$ cat config.mk
export PLATFORM = sky130hd
export DESIGN_NAME = led_bank_driver
export DESIGN_NICKNAME = d
export VERILOG_FILES = /design/src/rtl/led_bank_driver.sv
export SDC_FILE = /design/constraint.sdc
export NUM_CORES = 2
export LEC_CHECK = 0
export ABC_AREA = 1
export BUFFER_PORTS_ARGS = -buffer_cell sky130_fd_sc_hd__buf_2
export CORE_UTILIZATION = 50
export CTS_CLUSTER_DIAMETER = 50
export DETAILED_ROUTE_END_ITERATION = 8
export PLACE_DENSITY = 0.74
export SYNTH_ARGS = -nofsm -noshare
export SYNTH_HDL_FRONTEND = slang
export SYNTH_SLANG_ARGS = --single-unit
$ cat constraint.sdc
create_clock -name clk -period 6.3 [get_ports clk]
set_clock_uncertainty 0.2 [all_clocks]
set_input_delay 1.575 -clock clk [delete_from_list [all_inputs] [get_ports clk]]
set_output_delay 1.575 -clock clk [all_outputs]
set_load 0.01 [all_outputs]
$ cat src/rtl/led_bank_driver.sv
// led_bank_driver: NUM_LEDS pins, each FLOAT/PWM/BLINK/BREATHE, reconfigured only at PWM frame boundaries
//   clk, rst                         : clock, synchronous active-high reset
//   cfg_valid/cfg_ready              : single-slot configuration handshake
//   cfg_chan, cfg_mode, cfg_duty     : target channel, mode, duty / blink half-period in frames
//   led, led_oe                      : registered pin levels and output enables (0 = float)
//   frame_tick                       : pulse on the last clk of each PWM frame
module led_bank_driver #(
   parameter int NUM_LEDS = 16,
   parameter int PWM_BITS = 8,
   parameter int PRESCALE = 1,
   localparam int CW = NUM_LEDS > 1 ? $clog2(NUM_LEDS) : 1
) (
   input  logic                clk,
   input  logic                rst,
   input  logic                cfg_valid,
   output logic                cfg_ready,
   input  logic [CW-1:0]       cfg_chan,
   input  logic [1:0]          cfg_mode,
   input  logic [PWM_BITS-1:0] cfg_duty,
   output logic [NUM_LEDS-1:0] led,
   output logic [NUM_LEDS-1:0] led_oe,
   output logic                frame_tick
);
   localparam int PW = PRESCALE > 1 ? $clog2(PRESCALE) : 1;
   typedef enum logic [1:0] {FLOAT, PWM, BLINK, BREATHE} mode_t;
   logic [PW-1:0] presc;
   logic [PWM_BITS-1:0] pwm_cnt;
   logic tick;
   logic apply;
   logic pend_v;
   logic [CW-1:0] pend_chan;
   mode_t pend_mode;
   logic [PWM_BITS-1:0] pend_duty;
   assign tick = presc == PW'(PRESCALE - 1);
   assign frame_tick = tick && &pwm_cnt;
   assign cfg_ready = !pend_v;
   // pend_v is only set the cycle after an accept, so a tick coinciding with the accept never applies it
   assign apply = pend_v && frame_tick;
   always_ff @(posedge clk) begin
      if (rst) begin
         presc <= '0;
         pwm_cnt <= '0;
         pend_v <= 1'b0;
         pend_chan <= '0;
         pend_mode <= FLOAT;
         pend_duty <= '0;
      end else begin
         presc <= tick ? '0 : presc + 1'b1;
         if (tick)
            pwm_cnt <= pwm_cnt + 1'b1;
         if (cfg_valid && cfg_ready) begin
            pend_v <= 1'b1;
            pend_chan <= cfg_chan;
            pend_mode <= mode_t'(cfg_mode);
            pend_duty <= cfg_duty;
         end else if (apply)
            pend_v <= 1'b0;
      end
   end
   for (genvar i = 0; i < NUM_LEDS; i++) begin : g_ch
      mode_t mode;
      logic [PWM_BITS-1:0] duty;
      logic [PWM_BITS-1:0] bcnt;
      logic [PWM_BITS-1:0] level;
      logic [PWM_BITS-1:0] last;
      logic phase;
      logic dir;
      logic hit;
      logic up;
      logic lv;
      logic led_q;
      logic oe_q;
      // out-of-range channels never match, so such a request is dropped on apply
      assign hit = apply && pend_chan == CW'(i);
      assign last = duty == '0 ? '0 : duty - 1'b1;
      // triangle wave: reverse at the rails instead of wrapping
      assign up = dir ? level == '0 : level != '1;
      assign lv = mode == PWM ? pwm_cnt < duty : mode == BLINK ? phase : mode == BREATHE ? pwm_cnt < level : 1'b0;
      assign led[i] = led_q;
      assign led_oe[i] = oe_q;
      always_ff @(posedge clk) begin
         if (rst) begin
            mode <= FLOAT;
            duty <= '0;
            bcnt <= '0;
            level <= '0;
            phase <= 1'b0;
            dir <= 1'b0;
            led_q <= 1'b0;
            oe_q <= 1'b0;
         end else begin
            led_q <= lv;
            oe_q <= mode != FLOAT;
            if (hit) begin
               mode <= pend_mode;
               duty <= pend_duty;
               bcnt <= '0;
               level <= '0;
               phase <= 1'b0;
               dir <= 1'b0;
            end else if (frame_tick && mode == BLINK) begin
               bcnt <= bcnt == last ? '0 : bcnt + 1'b1;
               if (bcnt == last)
                  phase <= !phase;
            end else if (frame_tick && mode == BREATHE) begin
               level <= up ? level + 1'b1 : level - 1'b1;
               dir <= !up;
            end
         end
      end
   end
endmodule

Word level (Yosys, flattened, before mapping)
Cells that the tools add are included.
{"block": "word_totals", "mem_bits_rw": 0, "input_bits": 17, "register_bits": 504, "romBits": 0, "latch_bits": 0, "n_memories": 0}
{"block": "op_classes", "n_eq_ne": 95, "div_mod_pow": 0, "magnitude_cmp": 32, "add_sub_neg": 66, "bitwise": 17, "n_reduce_logical": 184, "multipliers": 0, "n_shift": 0, "n_mux": 114}
{"op": "two-way mux 8 bit", "n": 48}
{"op": "adder 8 x 1 -> 8 bit, second input constant", "n": 33}
{"op": "logical NOT 8 bit", "n": 32}
{"op": "less-than comparator 8 bit", "n": 32}
{"op": "subtractor 8 x 1 -> 8 bit, second input constant", "n": 32}
{"op": "equality test 8 bit", "n": 16}
{"op": "!= test 8 bit, second input constant", "n": 16}
{"op": "two-way mux 1 bit", "n": 66}
{"op": "equality test 2 bit, second input constant", "n": 32}
{"op": "AND reduction 2 bit", "n": 32}
{"op": "logical AND 1 bit", "n": 51}
{"op": "nonzero test 2 bit", "n": 17}
{"op": "OR reduction 2 bit", "n": 17}
{"op": "logical NOT 1 bit", "n": 33}
{"op": "equality test 2 x 1 -> 1 bit, second input constant", "n": 16}
{"op": "equality test 4 bit, second input constant", "n": 8}
{"op": "inverter 1 bit", "n": 17}
{"op": "equality test 4 x 3 -> 1 bit, second input constant", "n": 4}
{"op": "equality test 4 x 2 -> 1 bit, second input constant", "n": 2}
{"op": "AND reduction 8 bit", "n": 1}
{"op": "equality test 4 x 1 -> 1 bit, second input constant", "n": 1}
{"op": "logical NOT 4 bit", "n": 1}
{"op": "adder 1 bit, second input constant", "n": 1}

Logic depth before layout (Yosys ltp)
{"block": "logic_depth", "ltp_word": 5, "mapped_depth": 15, "mapped_depth_nobuf": 15}

Worst setup path after synthesis
Ideal clock, no wire load.
{"block": "synth_timing", "kind": "register to output", "from": "reg pwm_cnt[1]", "to": "out frame_tick", "setup_slack_ps": 2674, "stages_incl_launch_ff": 6, "arrival_time_ps": 1851, "n_path_buf": 0, "cell_sequence": "dfxtp_1 ha_1 nand2_1 nor2_4 nand4_4 inv_1"}
{"block": "synth_between", "elab_chain_cells": 2}
{"item": "start, declared", "line_no": "27", "text": "logic [PWM_BITS-1:0] pwm_cnt;"}
{"item": "start signal, assigned", "line_no": "50", "text": "pwm_cnt <= pwm_cnt + 1'b1;"}
{"item": "AND reduction 8 bit", "line_no": "35", "text": "assign frame_tick = tick && &pwm_cnt;"}
{"item": "logical AND 1 bit", "line_no": "35"}
{"item": "end, declared", "line_no": "22", "text": "output logic frame_tick"}
No other way between the ends.

Worst setup path after layout
{"block": "layout_timing", "from": "reg pwm_cnt[0]", "to": "reg g_ch[1].bcnt[7]"}
{"block": "layout_between", "elab_chain_cells": 5}
{"item": "AND reduction 8 bit *", "line_no": "35"}
{"item": "logical AND 1 bit *", "line_no": "35"}
{"item": "logical AND 1 bit", "line_no": "38", "text": "assign apply = pend_v && frame_tick;"}
{"item": "logical AND 1 bit", "line_no": "74", "text": "assign hit = apply && pend_chan == CW'(i);"}
{"item": "OR reduction 2 bit (no line)"}
{"item": "end signal, assigned", "line_no": "102", "text": "bcnt <= bcnt == last ? '0 : bcnt + 1'b1;"}
{"item": "end, declared", "line_no": "63", "text": "logic [PWM_BITS-1:0] bcnt;"}
Every way passes the cells marked *; elsewhere a longest branch is shown, timed or not.
A chain may end at the register's enable or synchronous reset.

==> impl_metrics.py <==
metrics = {
    "outcome": {
        "status": "completed",
    },
    "floorplan": {
        "core.rowCount": 95,
        "start_util": 0.5092,
        "die_w_um": 264.4,
        "die-area_um2": 69930,
        "core_um2": 67630,
        "io_pins": 51,
        "fp.dieH_um": 264.4,
    },
    "setup_path": {
        "worstSetupEndpointType": "flip-flop",
        "startpoint_type": "flip-flop",
        "timing.rr.start": "pwm_cnt[0]",
        "crit_arrival_ps": 3960,
        "worst-path-buf-inv": 2,
        "critical_path_class": "flip-flop to flip-flop",
        "critPathMostFrequentCell": "nor2_4",
        "critPathRequiredTime_ps": 6580,
        "cp_cell_sequence": "ha_1 -> nand2_1 -> nor2_4 -> nand4_4 -> buf_4 -> nor2_4 -> nand3_1 -> nand2_2 -> inv_1 -> o21ai_2 -> nor2_1",
        "slowest_delay_ps": 740,
        "crit_fanout": 31,
        "crit_path_top_delay_cell": "nand3_1",
        "cp_top_family": "simple AND/OR/NAND/NOR gates",
        "setup.worst_path.start": "pwm_cnt[0]",
    },
    "placed_design": {
        "port_buffers": 50,
        "dp_hpwl_um": 59840,
        "finalWeightedCongestion": 0.8818,
    },
    "global_routing": {
        "antenna_found_initial": 1,
        "grt-ovfl-total": 0,
        "grt_max_degree": 75,
        "grt_pass1_wl_um": 143700,
        "gr-usage-all-layers": 0.2479,
        "grt_pass1_vias": 29504,
    },
    "yosys": {
        "synthCells": 4994,
        "synth_area_um2": 34440,
        "async_flop_share": 0,
        "yosysTopAreaCell": "dfxtp_1",
        "synth_top_area_frac": 0.2930,
        "yosys_warnings": 0,
        "ys.flop_type": "dfxtp_1",
        "ys_seq_elements": 504,
        "synth_cell_types": 46,
        "syn_nets": 5380,
        "ys_top_cells_by_area": "dfxtp_1 (29%), ha_1 (13%), nand2_1 (11%)",
        "synth-edff-count": 0,
        "avgSynthCellArea_um2": 6.896,
        "yosysSeqAreaShare": 0.2930,
    },
    "drt": {
        "postRouteAntennaNets": 0,
        "drtIter0Drc": 2027,
        "via_count": 31868,
        "dr.pass1.iters": 8,
        "via_per_inst": 5.367,
        "wl_um": 86870,
        "drc": 0,
        "wl_per_cell_um": 14.63,
    },
    "final_layout": {
        "drive_above_1_share": 0.04837,
        "final_cell_mix": "nand2_1 (987), nor2_1 (676), inv_1 (662), dfxtp_1 (496), ha_1 (353)",
        "nFillCells": 6400,
        "utilization": 0.5571,
        "layout.nets": 5399,
        "areaGrowthSynthToFinish_pct": 9.406,
        "final_common_cell": "nand2_1",
        "antenna_cells": 0,
    },
    "power_and_ir_drop": {
        "power_switching_mw": 1.759,
        "p_leak_nw": 16.45,
        "swShare": 0.2329,
        "ir_worst_vdd_v": 0.0001590,
        "clkPwrFrac": 0.539,
        "combPwrFrac": 0.036,
        "power_frac_seq": 0.425,
        "intPower_mw": 5.792,
        "power.density_nw_per_um2": 200.4,
    },
    "timing": {
        "tns_ps": 0,
        "fmax_mhz": 272.0,
        "hold_viol": 0,
        "rsz0062_at_grt": "false",
        "setup_viol": 0,
        "holdWs_ps": 276.0,
        "slew_viol_final": 0,
        "tightest_slew_ps": 1251,
        "min_period_ps": 3677,
        "maxSlewHeadroom": 0.1626,
        "timing.final.crit_share": 0.5837,
    },
    "min_path": {
        "hold_path_class": "flip-flop to flip-flop",
        "worstHoldStart": "g_ch[13].level[7]",
    },
    "clock_network": {
        "cts.path.max_buffers": 3,
        "cts_tree": "built",
        "clock_latency_ps": 620,
        "ctsHoldBuffers": 0,
        "cts_resized": 0,
        "cts_buffers": 68,
        "cts-root-buf": "clkbuf_16",
        "h-tree-depth": 3,
        "clkTransAtPathRegs_ps": 60,
        "cts_setup_buffers": 0,
        "clkSinkCount": 504,
    },
    "job": {
        "cap_violations": 0,
    },
}
worst reg2reg max path, cell delays in order, from the launching register on:
cell     delay, ps
dfxtp_2        320
ha_1           190
nand2_1        100
nor2_4         130
nand4_4         80
buf_4          420
nor2_4         490
nand3_1        740
nand2_2        470
inv_1          130
o21ai_2        180
nor2_1          90
kinds of logic (layout without fill, tap and decap cells):
group	count (synthesis)	count (layout)	share of synthesized area
other cells	1	1	0.0001089
xor+xnor	210	210	0.05341
flops	504	504	0.2930
simple gates	2273	2273	0.2827
buf+inv	787	858	0.09159
fa+ha+maj	369	369	0.1375
mux	3	3	0.0008720
compound gates	847	847	0.1409
sequential cells by signal (all words and copies together), names as in the netlist:
name        cells
pend_duty       8
pend_v          1
pwm_cnt         8
g_ch.level    128
pend_mode       2
g_ch.led_q     16
g_ch.bcnt     128
g_ch.phase     16
g_ch.mode      32
g_ch.dir       16
g_ch.oe_q      16
g_ch.duty     128
presc           1
pend_chan       4
cells in the mapped netlist, types with 34 or more instances:
master,count
inv_1,662
a211oi_1,151
buf_2,40
nand2_1,987
nor3_1,51
a21oi_1,304
nor2_1,677
nand4_1,150
dfxtp_1,504
clkbuf_1,42
buf_4,34
ha_1,353
nand3_1,310
xor2_1,151
xnor2_1,59
o21ai_0,294
area by class of cell:
cell class | count | area (um2) | area share
multi-input cells | 3703 | 21200 | 0.5626
flip-flops and latches | 504 | 10100 | 0.2680
inverters | 666 | 2501 | 0.06638
clock buffers | 89 | 1914 | 0.05081
well taps | 873 | 1092 | 0.02899
clock inverters | 33 | 457.9 | 0.01215
repair buffers | 70 | 415.4 | 0.01102
metrics by stage:
step	cell area, um2	worst slack (ps)	instances	total power, mW
2_1_floorplan	34440	2674	4994	3.436
3_3_place_gp	35300	2213	5816	3.538
3_5_place_dp	35300	2195	5816	3.543
4_1_cts	37680	2601	5938	7.598
5_1_grt	37680	2339	5938	7.762
6_report	37680	2623	5938	7.551
power by group through the flow:
stage | combinational (mW) | clock [mW] | sequential [mW]
5_1_grt | 0.303 | 4.25 | 3.21
4_1_cts | 0.270 | 4.12 | 3.21
3_3_place_gp | 0.263 | 0 | 3.28
3_5_place_dp | 0.268 | 0 | 3.28
2_1_floorplan | 0.158 | 0 | 3.28
6_report | 0.273 | 4.07 | 3.21
routing by layer:
layer	part of all wire	routed length (um)	GRT usage	up-vias
met2	0.44	38160	0.4016	716
met1	0.47	40820	0.3348	14401
li1	-	-	-	16593
met3	0.060	5180	0.03883	156
met4	0.031	2701	0.08328	2
met5	0.000081	7	0	-
path summary, 6_finish.rpt:
check | to | slack, ps | depth (start not counted)
setup / recovery | g_ch[1].bcnt[7] | 2620 | 11
setup reg to reg | g_ch[1].bcnt[7] | 2620 | 11
hold reg to reg | g_ch[13].level[7] | 280 | 2
hold / removal | g_ch[13].level[7] | 280 | 2
Power figures use the tool's default switching activity.
